==> config.mk <==
export PLATFORM = sky130hd
export DESIGN_NAME = sub_seq_ctrl
export DESIGN_NICKNAME = d
export VERILOG_FILES = /design/src/rtl/sub_seq_ctrl.sv
export SDC_FILE = /design/constraint.sdc
export NUM_CORES = 1
export LEC_CHECK = 0
export ABC_AREA = 1
export CAP_MARGIN = 20
export CELL_PAD_IN_SITES_DETAIL_PLACEMENT = 0
export CELL_PAD_IN_SITES_GLOBAL_PLACEMENT = 1
export CORE_UTILIZATION = 38
export CTS_BUF_LIST = sky130_fd_sc_hd__clkbuf_4
export DETAILED_ROUTE_END_ITERATION = 7
export PLACE_DENSITY_LB_ADDON = 0.1
export SLEW_MARGIN = 30
export SYNTH_ARGS = -nofsm -noshare
export SYNTH_HDL_FRONTEND = slang
export SYNTH_SLANG_ARGS = --single-unit
export TNS_END_PERCENT = 20
==> constraint.sdc <==
create_clock -name clk -period 3.5 [get_ports clk]
set_input_delay 1.05 -clock clk [delete_from_list [all_inputs] [get_ports clk]]
set_output_delay 1.05 -clock clk [all_outputs]
set_load 0.02 [all_outputs]
==> src/rtl/sub_seq_ctrl.sv <==
// Nibble-serial W-bit subtractor: one 4-bit ripple subtractor is reused across
// NIBBLES cycles under an IDLE -> CALC -> DONE handshake controller.

module sub4_rca (
    input  logic [3:0] a,
    input  logic [3:0] b,
    input  logic       bin,
    output logic [3:0] diff,
    output logic       bout
);
    logic [4:0] brw;

    always_comb begin
        brw    = '0;
        diff   = '0;
        brw[0] = bin;
        for (int unsigned i = 0; i < 4; i++) begin
            diff[i]  = a[i] ^ b[i] ^ brw[i];
            brw[i+1] = (~a[i] & b[i]) | (~(a[i] ^ b[i]) & brw[i]);
        end
    end

    assign bout = brw[4];
endmodule

module sub_seq_ctrl #(
    parameter int unsigned NIBBLES = 4
) (
    input  logic                 clk,
    input  logic                 rst_n,
    input  logic                 in_valid,
    output logic                 in_ready,
    input  logic [4*NIBBLES-1:0] a,
    input  logic [4*NIBBLES-1:0] b,
    input  logic                 bin,
    output logic                 out_valid,
    input  logic                 out_ready,
    output logic [4*NIBBLES-1:0] diff,
    output logic                 bout,
    output logic                 zero,
    output logic                 busy
);
    localparam int unsigned W    = 4 * NIBBLES;
    localparam int unsigned IDXW = (NIBBLES > 1) ? $clog2(NIBBLES) : 1;

    typedef enum logic [1:0] {
        IDLE = 2'd0,
        CALC = 2'd1,
        DONE = 2'd2
    } state_t;

    state_t            state_q, state_d;
    logic [IDXW-1:0]   idx_q, idx_d;
    logic              brw_q, brw_d;
    logic [W-1:0]      a_q, a_d;
    logic [W-1:0]      b_q, b_d;
    logic [W-1:0]      diff_q, diff_d;

    logic [3:0]        a_nib, b_nib, sub_diff;
    logic              sub_bout;

    sub4_rca u_sub4 (
        .a    (a_nib),
        .b    (b_nib),
        .bin  (brw_q),
        .diff (sub_diff),
        .bout (sub_bout)
    );

    // Nibble select and write-back are decoded per nibble to keep every slice constant.
    always_comb begin
        a_nib   = '0;
        b_nib   = '0;
        state_d = state_q;
        idx_d   = idx_q;
        brw_d   = brw_q;
        a_d     = a_q;
        b_d     = b_q;
        diff_d  = diff_q;

        for (int unsigned n = 0; n < NIBBLES; n++) begin
            if (idx_q == IDXW'(n)) begin
                a_nib = a_q[4*n +: 4];
                b_nib = b_q[4*n +: 4];
            end
        end

        unique case (state_q)
            IDLE: begin
                if (in_valid) begin
                    a_d     = a;
                    b_d     = b;
                    brw_d   = bin;
                    idx_d   = '0;
                    state_d = CALC;
                end
            end
            CALC: begin
                for (int unsigned n = 0; n < NIBBLES; n++) begin
                    if (idx_q == IDXW'(n)) begin
                        diff_d[4*n +: 4] = sub_diff;
                    end
                end
                brw_d = sub_bout;
                if (idx_q == IDXW'(NIBBLES - 1)) begin
                    state_d = DONE;
                end else begin
                    idx_d = idx_q + IDXW'(1);
                end
            end
            DONE: begin
                if (out_ready) begin
                    state_d = IDLE;
                end
            end
            default: state_d = IDLE;
        endcase
    end

    always_ff @(posedge clk or negedge rst_n) begin
        if (!rst_n) begin
            state_q <= IDLE;
            idx_q   <= '0;
            brw_q   <= 1'b0;
            a_q     <= '0;
            b_q     <= '0;
            diff_q  <= '0;
        end else begin
            state_q <= state_d;
            idx_q   <= idx_d;
            brw_q   <= brw_d;
            a_q     <= a_d;
            b_q     <= b_d;
            diff_q  <= diff_d;
        end
    end

    assign in_ready  = (state_q == IDLE);
    assign out_valid = (state_q == DONE);
    assign busy      = (state_q == CALC);
    assign diff      = diff_q;
    assign bout      = brw_q;
    assign zero      = (diff_q == '0);
endmodule

* Yosys cells after proc, flatten, opt, wreduce, memory -nomap -nowiden
Cells that the tools add are included.
** Operators by class
- $add $sub $neg :: 1
- Equality and inequality tests :: 9
- Mux-type cells :: 17
- Bitwise logic cells :: 28
- Reductions and logical operators :: 12
** Operator list (number)
- $mux W4 :: 8
- $logic_not A16 Y1 :: 1
- $reduce_and A2 Y1 :: 6
- $mux W2 :: 5
- $and A1 B1 Y1 :: 8
- $not A1 Y1 :: 8
- $xor A1 B1 Y1 :: 8
- $eq A2 B2 Y1 const B :: 3
- $pmux W2 S3 :: 1
- $reduce_and A3 Y1 :: 2
- $eq A2 B1 Y1 const B :: 2
- $logic_not A2 Y1 :: 2
- $ne A2 B1 Y1 const B :: 2
- $ne A2 B2 Y1 const B :: 2
- $or A1 B1 Y1 :: 4
- $pmux W2 S2 :: 1
- $add A2 B1 Y2 const B :: 1
- $pmux W1 S2 :: 1
- $reduce_bool A2 Y1 :: 1
- $mux W1 :: 1
** Storage, ports and cells
- Bits in registers :: 53
- Input bits :: 37
- Output and inout bits :: 21
- Logic and storage cells :: 76

* Longest topological paths before layout
- Word-level depth :: 16
- Depth in mapped cells :: 17
- Gate-level depth less buffers :: 16

* Cells and area by module
Synthesis repeated with hierarchy kept, for this count alone.
** Second synthesis, totals
- Cells, all modules :: 334
- Area, all modules :: 2695.1 µm²
** By module, submodules not included
- sub_seq_ctrl :: instances 1, cells an instance 320, area each 2577.5 µm², sequential area each 1326.3 µm²
- sub4_rca :: instances 1, cells an instance 14, area each 117.6 µm², sequential area each 0.0 µm²

* Worst setup path before layout
Ideal clock, no wire load.
- Path type :: register to register
- Start point :: reg idx_q[0]
- End point :: reg diff_q[15] (netlist: diff[15])
- Library setup time :: 77 ps
- Arrival time :: 2845 ps
- Required time :: 3423 ps
- Slack :: 579 ps
- Cell stages (with the launch flop) :: 15
- Buffers on the path :: 1
- Clock period less this slack :: 2921 ps
- Path through :: dfrtp_1 inv_1 ha_1 buf_4 inv_1 nor2_1 nor2_1 a21boi_0 fa_1 inv_1 fa_1 fa_1 inv_1 fa_1 o21ai_1
** Between the ends
- Cells in the longest elaborated chain, start to end :: 14
- Elaborated cells between the ends (all ways) :: 33
- Those cells by class :: eq/ne: 3; mux: 8; bitwise: 20; reduce/logical: 2
** Ends and longest elaborated chain
- start: declaration :: line 53 : logic [IDXW-1:0] idx_q, idx_d;
- start signal: assignment :: line 130 : idx_q <= idx_d;
- $logic_not A2 Y1 :: line 82 : if (idx_q == IDXW'(n)) begin
- $mux W4 (4 in a row) :: line 82
- $xor A1 B1 Y1 :: line 19 : brw[i+1] = (~a[i] & b[i]) | (~(a[i] ^ b[i]) & brw[i]);
- $not A1 Y1 :: line 19
- $and A1 B1 Y1 :: line 19
- $or A1 B1 Y1 :: line 19
- $and A1 B1 Y1 :: line 19
- $or A1 B1 Y1 :: line 19
- $and A1 B1 Y1 :: line 19
- $or A1 B1 Y1 :: line 19
- $xor A1 B1 Y1 :: line 18 : diff[i] = a[i] ^ b[i] ^ brw[i];
- end signal: assignment :: line 134 : diff_q <= diff_d;
- end: declaration :: line 57 : logic [W-1:0] diff_q, diff_d;
Several ways; a longest one is shown, not always the timed one.
A chain may end at the register's enable or synchronous reset.

* Final worst setup path
- Start point :: reg idx_q[1]
- End point :: reg diff_q[3] (netlist: diff[3])
** Between the ends
- Cells in the longest elaborated chain, start to end :: 14
- Elaborated cells between the ends (all ways) :: 33
- Those cells by class :: eq/ne: 3; mux: 8; bitwise: 20; reduce/logical: 2
** Ends and longest elaborated chain (line)
- $logic_not A2 Y1 :: 82, 100
- $mux W4 (4 in a row) :: 82
- $xor A1 B1 Y1 :: 19
- $not A1 Y1 :: 19
- $and A1 B1 Y1 :: 19
- $or A1 B1 Y1 :: 19
- $and A1 B1 Y1 :: 19
- $or A1 B1 Y1 :: 19
- $and A1 B1 Y1 :: 19
- $or A1 B1 Y1 :: 19
- $xor A1 B1 Y1 :: 18
Several ways; a longest one is shown, not always the timed one.

==> impl_metrics.ini <==
[power_and_ir_drop]
p_per_area_nw_per_um2 = 988
leakage_nw = 1.62
finalPower_mw = 3.24
ir_drop_uv = 392

[worst_setup_path]
crit_buf_inv = 4
crit_chain = inv_1 > ha_1 > inv_1 > nand3_1 > nand2_1 > a21boi_0 > fa_1 > inv_1 > fa_1 > fa_1 > inv_1 > fa_1 > o21ai_1
path_max_fanout = 8
worstPathArrival_ns = 3.53
max_stage_delay_ns = 0.47
cpMaxStageDelayCell = fa_1
critPathLaunchType = register
critical_path.top_delay_family = adder cells
cp-end-kind = register
path_class = register to register
critPathRequiredTime_ns = 3.82

[timing]
worst_pin_slew_ns = 0.739
fin_crit_ns = 3.21
clock_skew_ns = 0.0182
relSlewSlack = 0.506
hold_violations = 0
rsz0062_at_grt = false
slew_violations = 0
fin_crit_sh = 0.917
setup_viol = 0
finalWorstSetupSlack_ns = 0.290
fmax_ghz = 0.312
tns_ns = 0

[synthesis]
synth_cell_types = 22
yosysTopAreaCell = dfrtp_1
syn_area_per_cell_um2 = 8.29
yosysSeqAreaShare = 0.513
synth_area_um2 = 2590
synthTopCellsByArea = dfrtp_1 51%, nand2_1 16%, nand3_1 7.4%, nor2_1 3.9%, o21ai_1 3.3%
ys_warn_count = 0
syn_nets = 357
synth_top_area_frac = 0.513
synthCells = 312
ys_ff_latch = 53

[cts]
cts.sink_count = 53
cts_tree = done
numCtsBuffers = 5
clkLatencyLatePin_ns = 0.38
path_clk_slew_ns = 0.17
clockBufferDepth = 2
root_buffer = clkbuf_4
ctsResizeCount = 0
cts.htree.levels = 2
cts_setup_buffers = 0
cts_hold_buf = 0

[grt]
overflow = 0
grt_pass1_vias = 2164
grt_max_degree = 54
grt_pass1_wl_um = 10500
grt_use_total = 0.186
antenna_found_initial = 0

[final_layout]
fin_area_um2 = 3280
diodes = 0
multi_input_area_um2 = 1120
final_util = 0.507
ff_latch_area_um2 = 1330
fin_nets = 413
drive_gt1_frac = 0.0705
area_growth_pct = 26.6
num-fill-cells = 667

[floorplanning]
rows = 29
fp.dieH_um = 84.5
ioPinCount = 58
die_w_um = 84.5
core_um2 = 6460
start_util = 0.401
die-area_um2 = 7140

[routing]
wl_um = 5960
drt_iter0_markers = 112
dr.pass1.iters = 6
vias = 2147
ant_nets = 0
avgViaCountPerCell = 4.81
drc = 8
wl_per_cell_um = 13.4

[status]
failed_checks = design-rule violations
status = finished, violations left

[placement]
place_area_um2 = 3220
io_buffers = 57
dp_hpwl_um = 4370
place_congestion = 0.817
place_ws_ns = 0.327

[flow_run]
maxCapViolations = 0

[hold_path]
hold_class = register to register
## where the power goes
group	switching [mW]	internal, mW	total [mW]	leakage, nW
clock	0.201	0.0780	0.279	0.0234
sequential	0.217	0.905	1.12	0.655
combinational	1.13	0.709	1.84	0.939
## worst paths after layout
check	from	end	slack (ns)	cells past startpoint
setup / recovery	idx_q[1]$_DFFE_PN0P_	diff[3]$_DFFE_PN0P_	0.29	13
hold / removal	a_q[11]$_DFFE_PN0P_	a_q[11]$_DFFE_PN0P_	0.50	2
setup reg to reg	idx_q[1]$_DFFE_PN0P_	diff[3]$_DFFE_PN0P_	0.29	13
hold reg to reg	a_q[11]$_DFFE_PN0P_	a_q[11]$_DFFE_PN0P_	0.50	2
max in group asynchronous	rst_n	b_q[3]$_DFFE_PN0P_	2.28	2
min in group asynchronous	rst_n	diff[4]$_DFFE_PN0P_	0.76	2
## per-layer routing
metal	vias to the layer above	GRT usage	wire, um
met2	45	0.313	2850
li1	1101	-	-
met3	8	0.0344	238
met5	-	0	0
met1	993	0.246	2770
met4	0	0.0555	98
## sequential cells by signal (all words and copies together), names as in the netlist
signal / cells
b_q: 16
bout: 1
a_q: 16
state_q: 2
idx_q: 2
diff: 16
## cell usage after synthesis
cell and n:
a21boi_0 3, a21oi_1 13, buf_2 11, buf_4 1, buf_6 1, clkbuf_1 1
dfrtp_1 53, fa_1 4, ha_1 4, inv_1 15, inv_2 1, nand2_1 110
nand2_2 3, nand2_4 4, nand3_1 38, nand4_1 2, nor2_1 27, nor2_2 1
nor2_8 1, o21ai_1 17, o31ai_1 1, or2_2 1
## cell usage in the layout, fill, tap and decap left out
| master | synthesis | final |
|---|---|---|
| nor2_8 | 1 | 1 |
| dfrtp_1 | 53 | 53 |
| nand2_1 | 110 | 110 |
| nand2_2 | 3 | 3 |
| clkinvlp_4 | 0 | 3 |
| buf_4 | 1 | 6 |
| a21boi_0 | 3 | 3 |
| inv_2 | 1 | 1 |
| inv_1 | 15 | 15 |
| o31ai_1 | 1 | 1 |
| or2_2 | 1 | 1 |
| nor2_1 | 27 | 27 |
| nor2_2 | 1 | 1 |
| nand2_4 | 4 | 4 |
| nand3_1 | 38 | 38 |
| fa_1 | 4 | 4 |
| o21ai_1 | 17 | 17 |
| nand4_1 | 2 | 2 |
| clkbuf_4 | 0 | 5 |
| ha_1 | 4 | 4 |
| clkdlybuf4s50_1 | 0 | 56 |
| a21oi_1 | 13 | 13 |
| buf_2 | 11 | 1 |
## worst register-to-register path: cells and delay by family, from the launching register on
family	cells	cell delay [ns]
adders and majority gates	5	1.77
DFF	1	0.45
AOI/OAI and AO/OA	2	0.42
buffers and inverters	4	0.39
and+or+nand+nor	2	0.14
## area by class of cell
cell class / instances / area share
multi-input combinational: 229 / 0.343
sequential: 53 / 0.405
tap: 77 / 0.0294
clock buffer: 5 / 0.0115
inverter: 16 / 0.0183
timing repair buffer: 63 / 0.186
clock inverter: 3 / 0.00687
## kinds of logic (layout without fill, tap and decap cells)
group | after synthesis | after routing | share of synthesized area
buffers and inverters | 30 | 87 | 0.0532
adders and majority gates | 8 | 8 | 0.0503
DFF | 53 | 53 | 0.513
AOI/OAI and AO/OA | 34 | 34 | 0.0696
and+or+nand+nor | 187 | 187 | 0.314
## through the flow
stage / cells / hold slack, ns
floorplan: 312 / 0.434
global placement: 438 / 0.458
detailed placement: 438 / 0.465
CTS: 446 / 0.501
global route: 446 / 0.517
finish: 446 / 0.497
Note: power is estimated with default switching activity, not from simulation.
